===== src/rtl/sim_report_collector_pkg.sv =====
// Shared types and defaults for the multi-channel end-of-simulation collector.
package sim_bench_pkg;

   typedef enum logic [1:0] {
      ST_RUN   = 2'd0,
      ST_DRAIN = 2'd1,
      ST_DONE  = 2'd2
   } state_e;

   localparam int DEF_NCH         = 4;
   localparam int DEF_RW          = 32;
   localparam int DEF_DEPTH       = 8;
   localparam int DEF_TIMEOUT_CYC = 96000;
   localparam int DEF_CW          = 32;

   function automatic int chan_w(input int n);
      return (n > 1) ? $clog2(n) : 1;
   endfunction

endpackage


===== src/rtl/sim_report_collector_if.sv =====
// Channel-side report/done bundle plus the serialised report output stream.
interface sim_report_if
   import sim_bench_pkg::*;
#(
   parameter int NCH = DEF_NCH,
   parameter int RW  = DEF_RW,
   parameter int CHW = chan_w(NCH)
);
   logic [NCH-1:0]    ch_done;
   logic [NCH-1:0]    ch_success;
   logic [NCH-1:0]    ch_report_valid;
   logic [NCH*RW-1:0] ch_report;
   logic [NCH-1:0]    ch_report_ready;
   logic              rpt_valid;
   logic [RW-1:0]     rpt_data;
   logic [CHW-1:0]    rpt_chan;
   logic              rpt_ready;

   modport master (
      output ch_done, ch_success, ch_report_valid, ch_report, rpt_ready,
      input  ch_report_ready, rpt_valid, rpt_data, rpt_chan
   );

   modport slave (
      input  ch_done, ch_success, ch_report_valid, ch_report, rpt_ready,
      output ch_report_ready, rpt_valid, rpt_data, rpt_chan
   );
endinterface


===== src/rtl/sim_report_collector_fifo.sv =====
// Show-ahead synchronous FIFO; pointers carry one extra wrap bit for full/empty.
module sim_report_fifo #(
   parameter int WIDTH = 34,
   parameter int DEPTH = 8
) (
   input  logic                       clk,
   input  logic                       rst_n,
   input  logic                       push,
   input  logic [WIDTH-1:0]           wdata,
   input  logic                       pop,
   output logic [WIDTH-1:0]           rdata,
   output logic                       full,
   output logic                       empty,
   output logic [$clog2(DEPTH):0]     count
);
   localparam int AW = $clog2(DEPTH);

   logic [AW:0]      wr_ptr_q, wr_ptr_d;
   logic [AW:0]      rd_ptr_q, rd_ptr_d;
   logic [WIDTH-1:0] mem_q [DEPTH];
   logic             do_push, do_pop;

   assign empty   = (wr_ptr_q == rd_ptr_q);
   assign full    = (wr_ptr_q == {~rd_ptr_q[AW], rd_ptr_q[AW-1:0]});
   assign count   = wr_ptr_q - rd_ptr_q;
   assign do_push = push & ~full;
   assign do_pop  = pop & ~empty;
   assign rdata   = mem_q[rd_ptr_q[AW-1:0]];

   always_comb begin
      wr_ptr_d = wr_ptr_q;
      rd_ptr_d = rd_ptr_q;
      if (do_push) wr_ptr_d = wr_ptr_q + 1'b1;
      if (do_pop)  rd_ptr_d = rd_ptr_q + 1'b1;
   end

   always_ff @(posedge clk or negedge rst_n) begin
      if (!rst_n) begin
         wr_ptr_q <= '0;
         rd_ptr_q <= '0;
      end else begin
         wr_ptr_q <= wr_ptr_d;
         rd_ptr_q <= rd_ptr_d;
      end
   end

   // Storage carries no reset; the pointers alone define what is valid.
   always_ff @(posedge clk) begin
      if (do_push) mem_q[wr_ptr_q[AW-1:0]] <= wdata;
   end
endmodule


===== src/rtl/sim_report_collector.sv =====
// Collects per-channel done/success, serialises report words round-robin into a
// FIFO and runs the cycle watchdog that bounds the whole simulation.
module sim_report_collector
   import sim_bench_pkg::*;
#(
   parameter int NCH         = DEF_NCH,
   parameter int RW          = DEF_RW,
   parameter int DEPTH       = DEF_DEPTH,
   parameter int TIMEOUT_CYC = DEF_TIMEOUT_CYC,
   parameter int CW          = DEF_CW
) (
   input  logic          refclk,
   input  logic          rst_n,
   sim_report_if.slave   bus,
   output logic          sim_done,
   output logic          sim_success,
   output logic          sim_timeout,
   output logic [CW-1:0] cycle_count
);
   localparam int CHW = chan_w(NCH);
   localparam int SW  = CHW + 1;
   localparam int FW  = RW + CHW;

   state_e               state_q, state_d;
   logic [NCH-1:0]       done_l_q, done_l_d;
   logic [NCH-1:0]       succ_l_q, succ_l_d;
   logic [NCH-1:0]       new_done;
   logic [CW-1:0]        cnt_q, cnt_d;
   logic [CHW-1:0]       ptr_q, ptr_d;
   logic                 timeout_q, timeout_d;
   logic                 sim_done_q, sim_done_d;
   logic                 sim_success_q, sim_success_d;

   logic [NCH-1:0]       grant;
   logic [CHW-1:0]       gnt_idx, cand;
   logic [SW-1:0]        sum;
   logic                 push;
   logic [FW-1:0]        fifo_rdata;
   logic                 fifo_full, fifo_empty;
   logic [$clog2(DEPTH):0] fifo_count;

   // Rotating priority: first valid channel at or after the pointer wins.
   always_comb begin
      grant   = '0;
      gnt_idx = '0;
      cand    = '0;
      sum     = '0;
      push    = 1'b0;
      if (state_q == ST_RUN && !fifo_full) begin
         for (int k = 0; k < NCH; k++) begin
            sum = {1'b0, ptr_q} + SW'(k);
            if (sum >= SW'(NCH)) sum = sum - SW'(NCH);
            cand = sum[CHW-1:0];
            if (!push && bus.ch_report_valid[cand]) begin
               push    = 1'b1;
               gnt_idx = cand;
            end
         end
         if (push) grant[gnt_idx] = 1'b1;
      end
   end

   assign bus.ch_report_ready = grant;

   sim_report_fifo #(.WIDTH(FW), .DEPTH(DEPTH)) u_fifo (
      .clk   (refclk),
      .rst_n (rst_n),
      .push  (push),
      .wdata ({gnt_idx, bus.ch_report[int'(gnt_idx)*RW +: RW]}),
      .pop   (bus.rpt_ready),
      .rdata (fifo_rdata),
      .full  (fifo_full),
      .empty (fifo_empty),
      .count (fifo_count)
   );

   assign bus.rpt_valid = ~fifo_empty;
   assign bus.rpt_data  = fifo_empty ? '0 : fifo_rdata[RW-1:0];
   assign bus.rpt_chan  = fifo_empty ? '0 : fifo_rdata[RW +: CHW];

   always_comb begin
      state_d       = state_q;
      done_l_d      = done_l_q;
      succ_l_d      = succ_l_q;
      cnt_d         = cnt_q;
      ptr_d         = ptr_q;
      timeout_d     = timeout_q;
      sim_done_d    = sim_done_q;
      sim_success_d = sim_success_q;
      new_done      = '0;
      case (state_q)
         ST_RUN: begin
            new_done = bus.ch_done & ~done_l_q;
            done_l_d = done_l_q | bus.ch_done;
            succ_l_d = (succ_l_q & ~new_done) | (bus.ch_success & new_done);
            if (push) ptr_d = (gnt_idx == CHW'(NCH - 1)) ? '0 : gnt_idx + 1'b1;
            // All-done is tested first so it wins a tie with the watchdog.
            if (&done_l_d) begin
               state_d = ST_DRAIN;
            end else if (cnt_q == CW'(TIMEOUT_CYC - 1)) begin
               state_d   = ST_DRAIN;
               timeout_d = 1'b1;
            end else begin
               cnt_d = cnt_q + 1'b1;
            end
         end
         ST_DRAIN: begin
            if (fifo_count == '0) state_d = ST_DONE;
         end
         ST_DONE: begin
            sim_done_d    = 1'b1;
            sim_success_d = (&succ_l_q) & ~timeout_q;
         end
         default: state_d = ST_RUN;
      endcase
   end

   always_ff @(posedge refclk or negedge rst_n) begin
      if (!rst_n) begin
         state_q       <= ST_RUN;
         done_l_q      <= '0;
         succ_l_q      <= '0;
         cnt_q         <= '0;
         ptr_q         <= '0;
         timeout_q     <= 1'b0;
         sim_done_q    <= 1'b0;
         sim_success_q <= 1'b0;
      end else begin
         state_q       <= state_d;
         done_l_q      <= done_l_d;
         succ_l_q      <= succ_l_d;
         cnt_q         <= cnt_d;
         ptr_q         <= ptr_d;
         timeout_q     <= timeout_d;
         sim_done_q    <= sim_done_d;
         sim_success_q <= sim_success_d;
      end
   end

   assign sim_done    = sim_done_q;
   assign sim_success = sim_success_q;
   assign sim_timeout = timeout_q;
   assign cycle_count = cnt_q;
endmodule


===== src/flat_wrapper.sv =====
// flat-port wrapper written by rule: the top's interface ports become plain ports
module sim_report_collector_flat import sim_bench_pkg::*;
#(
   parameter int NCH         = DEF_NCH,
   parameter int RW          = DEF_RW,
   parameter int DEPTH       = DEF_DEPTH,
   parameter int TIMEOUT_CYC = DEF_TIMEOUT_CYC,
   parameter int CW          = DEF_CW
)
  (refclk, rst_n, sim_done, sim_success, sim_timeout, cycle_count, bus_ch_done, bus_ch_success, bus_ch_report_valid, bus_ch_report, bus_rpt_ready, bus_ch_report_ready, bus_rpt_valid, bus_rpt_data, bus_rpt_chan);
  sim_report_if #(.NCH(NCH), .RW(RW)) bus_i ();
  input  logic refclk;
  input  logic rst_n;
  output logic sim_done;
  output logic sim_success;
  output logic sim_timeout;
  output logic [CW-1:0] cycle_count;
  input wire logic [$bits(bus_i.ch_done)-1:0] bus_ch_done;
  input wire logic [$bits(bus_i.ch_success)-1:0] bus_ch_success;
  input wire logic [$bits(bus_i.ch_report_valid)-1:0] bus_ch_report_valid;
  input wire logic [$bits(bus_i.ch_report)-1:0] bus_ch_report;
  input wire logic [$bits(bus_i.rpt_ready)-1:0] bus_rpt_ready;
  output wire logic [$bits(bus_i.ch_report_ready)-1:0] bus_ch_report_ready;
  output wire logic [$bits(bus_i.rpt_valid)-1:0] bus_rpt_valid;
  output wire logic [$bits(bus_i.rpt_data)-1:0] bus_rpt_data;
  output wire logic [$bits(bus_i.rpt_chan)-1:0] bus_rpt_chan;
  assign bus_i.ch_done = bus_ch_done;
  assign bus_i.ch_success = bus_ch_success;
  assign bus_i.ch_report_valid = bus_ch_report_valid;
  assign bus_i.ch_report = bus_ch_report;
  assign bus_i.rpt_ready = bus_rpt_ready;
  assign bus_ch_report_ready = bus_i.ch_report_ready;
  assign bus_rpt_valid = bus_i.rpt_valid;
  assign bus_rpt_data = bus_i.rpt_data;
  assign bus_rpt_chan = bus_i.rpt_chan;
  sim_report_collector #(.NCH(NCH), .RW(RW), .DEPTH(DEPTH), .TIMEOUT_CYC(TIMEOUT_CYC), .CW(CW)) u_core (.refclk(refclk), .rst_n(rst_n), .bus(bus_i), .sim_done(sim_done), .sim_success(sim_success), .sim_timeout(sim_timeout), .cycle_count(cycle_count));
endmodule

===== config.mk =====
export PLATFORM = sky130hd
export DESIGN_NAME = sim_report_collector_flat
export DESIGN_NICKNAME = d
export VERILOG_FILES = /design/src/rtl/sim_report_collector_pkg.sv /design/src/rtl/sim_report_collector_if.sv /design/src/rtl/sim_report_collector_fifo.sv /design/src/rtl/sim_report_collector.sv /design/src/flat_wrapper.sv
export SDC_FILE = /design/constraint.sdc
export NUM_CORES = 1
export LEC_CHECK = 0
export CORE_AREA = 3 3 190 230
export DETAILED_ROUTE_END_ITERATION = 16
export DIE_AREA = 0 0 193 233
export PLACE_DENSITY = 0.67
export SLEW_MARGIN = 25
export SYNTH_ARGS = -nofsm -noshare
export SYNTH_HDL_FRONTEND = slang
export SYNTH_HIERARCHICAL = 1
export SYNTH_SLANG_ARGS = --single-unit
export TNS_END_PERCENT = 30

===== constraint.sdc =====
create_clock -name refclk -period 6.6 [get_ports refclk]
set_clock_uncertainty 0.1 [all_clocks]
set_input_delay 0.66 -clock refclk [delete_from_list [all_inputs] [get_ports refclk]]
set_output_delay 0.66 -clock refclk [all_outputs]
set_load 0.01 [all_outputs]

==> impl_metrics.ini <==
[yosys]
avgSynthCellArea_sq_um = 15.1
synthTopCellsByCount = edfxtp_1 (272), nand2_1 (222), mux4_1 (62)
synth-edff-count = 272
synth_seq_cells = 327
syn_area_sq_um = 14500
syn_nets = 1114
synth-seq-area-share = 0.657
synth-main-ff-cell = edfxtp_1
ys_warn_count = 6
synth_top_area_share = 0.563
ys_types = 59
synth_area_leaders = edfxtp_1 (56%), mux4_1 (11%), dfrtp_1 (9.5%)
syn_inst = 964
async_flop_share = 0.168
synth.most_common_cell = edfxtp_1
synth_area_leader_cell = edfxtp_1

[drt]
vias = 9052
drt_iter0_markers = 544
first_pass_iters = 5
routed_wl_um = 35700
ant_nets = 0
post-route-drc-count = 0
vias_per_cell = 5.15
wl_per_cell_um = 20.3

[finish]
drive_gt1_frac = 0.0948
layoutNonFillerInstCount = 1759
syn2layout_area_growth_pct = 26.4
final_nets = 1338
fin_util = 0.441
antenna_cells = 0
fill_cells = 3664

[worst_setup_path]
crit_chain = inv_2, ha_1, nand3_1, nor2_1, nor3_2, o31ai_2, inv_2, nand4_1, buf_4, nor2b_1, clkdlybuf4s50_1
cp_data_arrival_time_ps = 4050
endpoint_kind = output port
reg2reg_from = u_core/u_fifo/rd_ptr_q[2]$_DFFE_PN0P_
rrSetupSlack_ps = 2430
crit_type = register to output port
ff2ff_path_depth = 10
r2r_end = u_core/u_fifo/mem_q[2][28]$_DFFE_PP_
worstPathMaxFanout = 67
worstSetupStartpointType = register
cp.required_ps = 5840
crit_top_cell = inv_2
cp_slowest_cell = inv_2
critPathMaxStageDelay_ps = 660

[timing]
finalSetupTns_ps = 0
rsz0062_at_grt = false
fmax_ghz = 0.208
hold_violations = 0
setup_viol = 0
relSlewSlack = 0.343
drv_slew = 0
period_share = 0.729
worstMarginPinSlew_ps = 986
period_needed_ps = 4810

[floorplanning]
initial_core_util = 0.349
core_sq_um = 41700
dieWidth_um = 193
fp.dieH_um = 233
ios = 217
die-area_sq_um = 45000
num_rows = 82

[global_routing]
grt_max_degree = 73
grt.overflow.total = 0
antenna_found_initial = 0
grt_pass1_wl_um = 53700
grt_pass1_vias = 9120
track_usage = 0.157

[clock_tree]
postCtsSetupBuffers = 0
cts_buffers = 34
cts_sinks = 327
h-tree-depth = 2
postCtsHoldBufs = 0
cts_buffer_depth = 3
cts.reportedPaths.clkPinSlew_ps = 60
cts.repair.resized = 0
tritoncts = built
clock-root-buffer = clkbuf_16
clk_latency_ps = 530

[flow_run]
max_cap_viol_count = 0

[power_and_ir_drop]
p_leak_nw = 6.72
irDropWorstVdd_mv = 0.230
powerDensity_nw_per_um2 = 377

[place]
dpl.cell_count = 1698
dp_hpwl_um = 22600
place_congestion = 0.787
io_buffers = 216

[min_path]
holdCritPathClass = primary input to asynchronous set/reset pin

[run_status]
status = completed
metrics by stage:
stage / cell area [sq um] / hold WS, ps / worst slack (ps) / power, W
after global routing: 18400 / 238 / 1530 / 0.00729
after detailed placement: 17300 / 361 / 2310 / 0.00516
after global placement: 17300 / 351 / 2340 / 0.00513
after CTS: 18400 / 191 / 1750 / 0.00702
final: 18400 / 193 / 1790 / 0.00692
after floorplan: 14500 / 264 / 812 / 0.00414
layout by cell type (no fill, tap or decap), types with 5 or more instances in the layout:
cell / instances
clkdlybuf4s50_1: 215
nand2_1: 222
mux2_2: 5
clkinv_1: 7
inv_1: 12
clkbuf_1: 9
ha_1: 6
nand2b_1: 8
xor2_1: 15
nor3_2: 7
xnor2_1: 23
buf_4: 21
nand4_1: 12
mux4_2: 6
a32oi_1: 32
nor2_1: 25
dfrtp_1: 52
nand3_1: 12
edfxtp_1: 272
nor2b_1: 36
mux4_1: 62
a21oi_1: 36
and3_1: 9
clkbuf_16: 35
nor3_1: 6
worst max-delay path by stage:
stage	from	to	cells past startpoint
2_1_floorplan	u_core/u_fifo/rd_ptr_q[2]$_DFFE_PN0P_	u_core/u_fifo/mem_q[0][0]$_DFFE_PP_	11
3_3_place_gp	u_core/u_fifo/rd_ptr_q[2]$_DFFE_PN0P_	bus_ch_report_ready[1]	11
3_5_place_dp	u_core/u_fifo/rd_ptr_q[2]$_DFFE_PN0P_	bus_ch_report_ready[3]	11
4_1_cts	u_core/u_fifo/rd_ptr_q[2]$_DFFE_PN0P_	bus_ch_report_ready[3]	11
5_1_grt	u_core/u_fifo/rd_ptr_q[2]$_DFFE_PN0P_	bus_ch_report_ready[3]	11
6_report	u_core/u_fifo/rd_ptr_q[2]$_DFFE_PN0P_	bus_ch_report_ready[3]	11
registers in the layout, indices dropped and copies added (netlist names), named ones only:
signal                  cells
u_core/ptr_q                2
u_core/cycle_count         32
u_core/u_fifo/mem_q       272
u_core/done_l_q             4
u_core/u_fifo/wr_ptr_q      4
u_core/state_q              2
u_core/sim_success          1
u_core/sim_timeout          1
u_core/sim_done             1
u_core/u_fifo/rd_ptr_q      4
power by group:
group	total (W)	switching (W)	internal [W]
registers	0.00267	0.000149	0.00252
clock network	0.00184	0.000775	0.00106
logic	0.00241	0.00127	0.00114
cells by family after synthesis:
family	after synthesis	share of synthesized area
AO/OA/AOI/OAI	89	0.0433
XOR/XNOR	39	0.0240
adder cells (fa/ha/maj)	7	0.00655
buffers and inverters	64	0.0243
flip-flops	327	0.657
multiplexers	75	0.127
AND/OR/NAND/NOR	363	0.117
cell type report:
| class | instances | area [sq um] | share of cell area |
|---|---|---|---|
| timing repair buffer | 237 | 2310 | 0.126 |
| tap | 546 | 683 | 0.0372 |
| sequential | 327 | 9550 | 0.520 |
| inverter | 15 | 56.3 | 0.00307 |
| multi-input combinational | 573 | 4680 | 0.255 |
| clock buffer | 44 | 910 | 0.0496 |
| clock inverter | 17 | 163 | 0.00886 |
metal layers:
layer | part of all wire | GRT usage | wire, um
met5 | 0 | 0 | 0
met4 | 0.018 | 0.0387 | 650
met3 | 0.072 | 0.0300 | 2570
met2 | 0.50 | 0.273 | 18000
met1 | 0.41 | 0.201 | 14500
worst max-delay path: cells and delay by family, from the launching register on:
| family | cells | cell delay [ps] |
|---|---|---|
| buffers and inverters | 4 | 1710 |
| and+or+nand+nor | 5 | 860 |
| adders and majority gates | 1 | 410 |
| DFF | 1 | 400 |
| AOI/OAI and AO/OA | 1 | 120 |
Note: power is estimated with default switching activity, not from simulation.
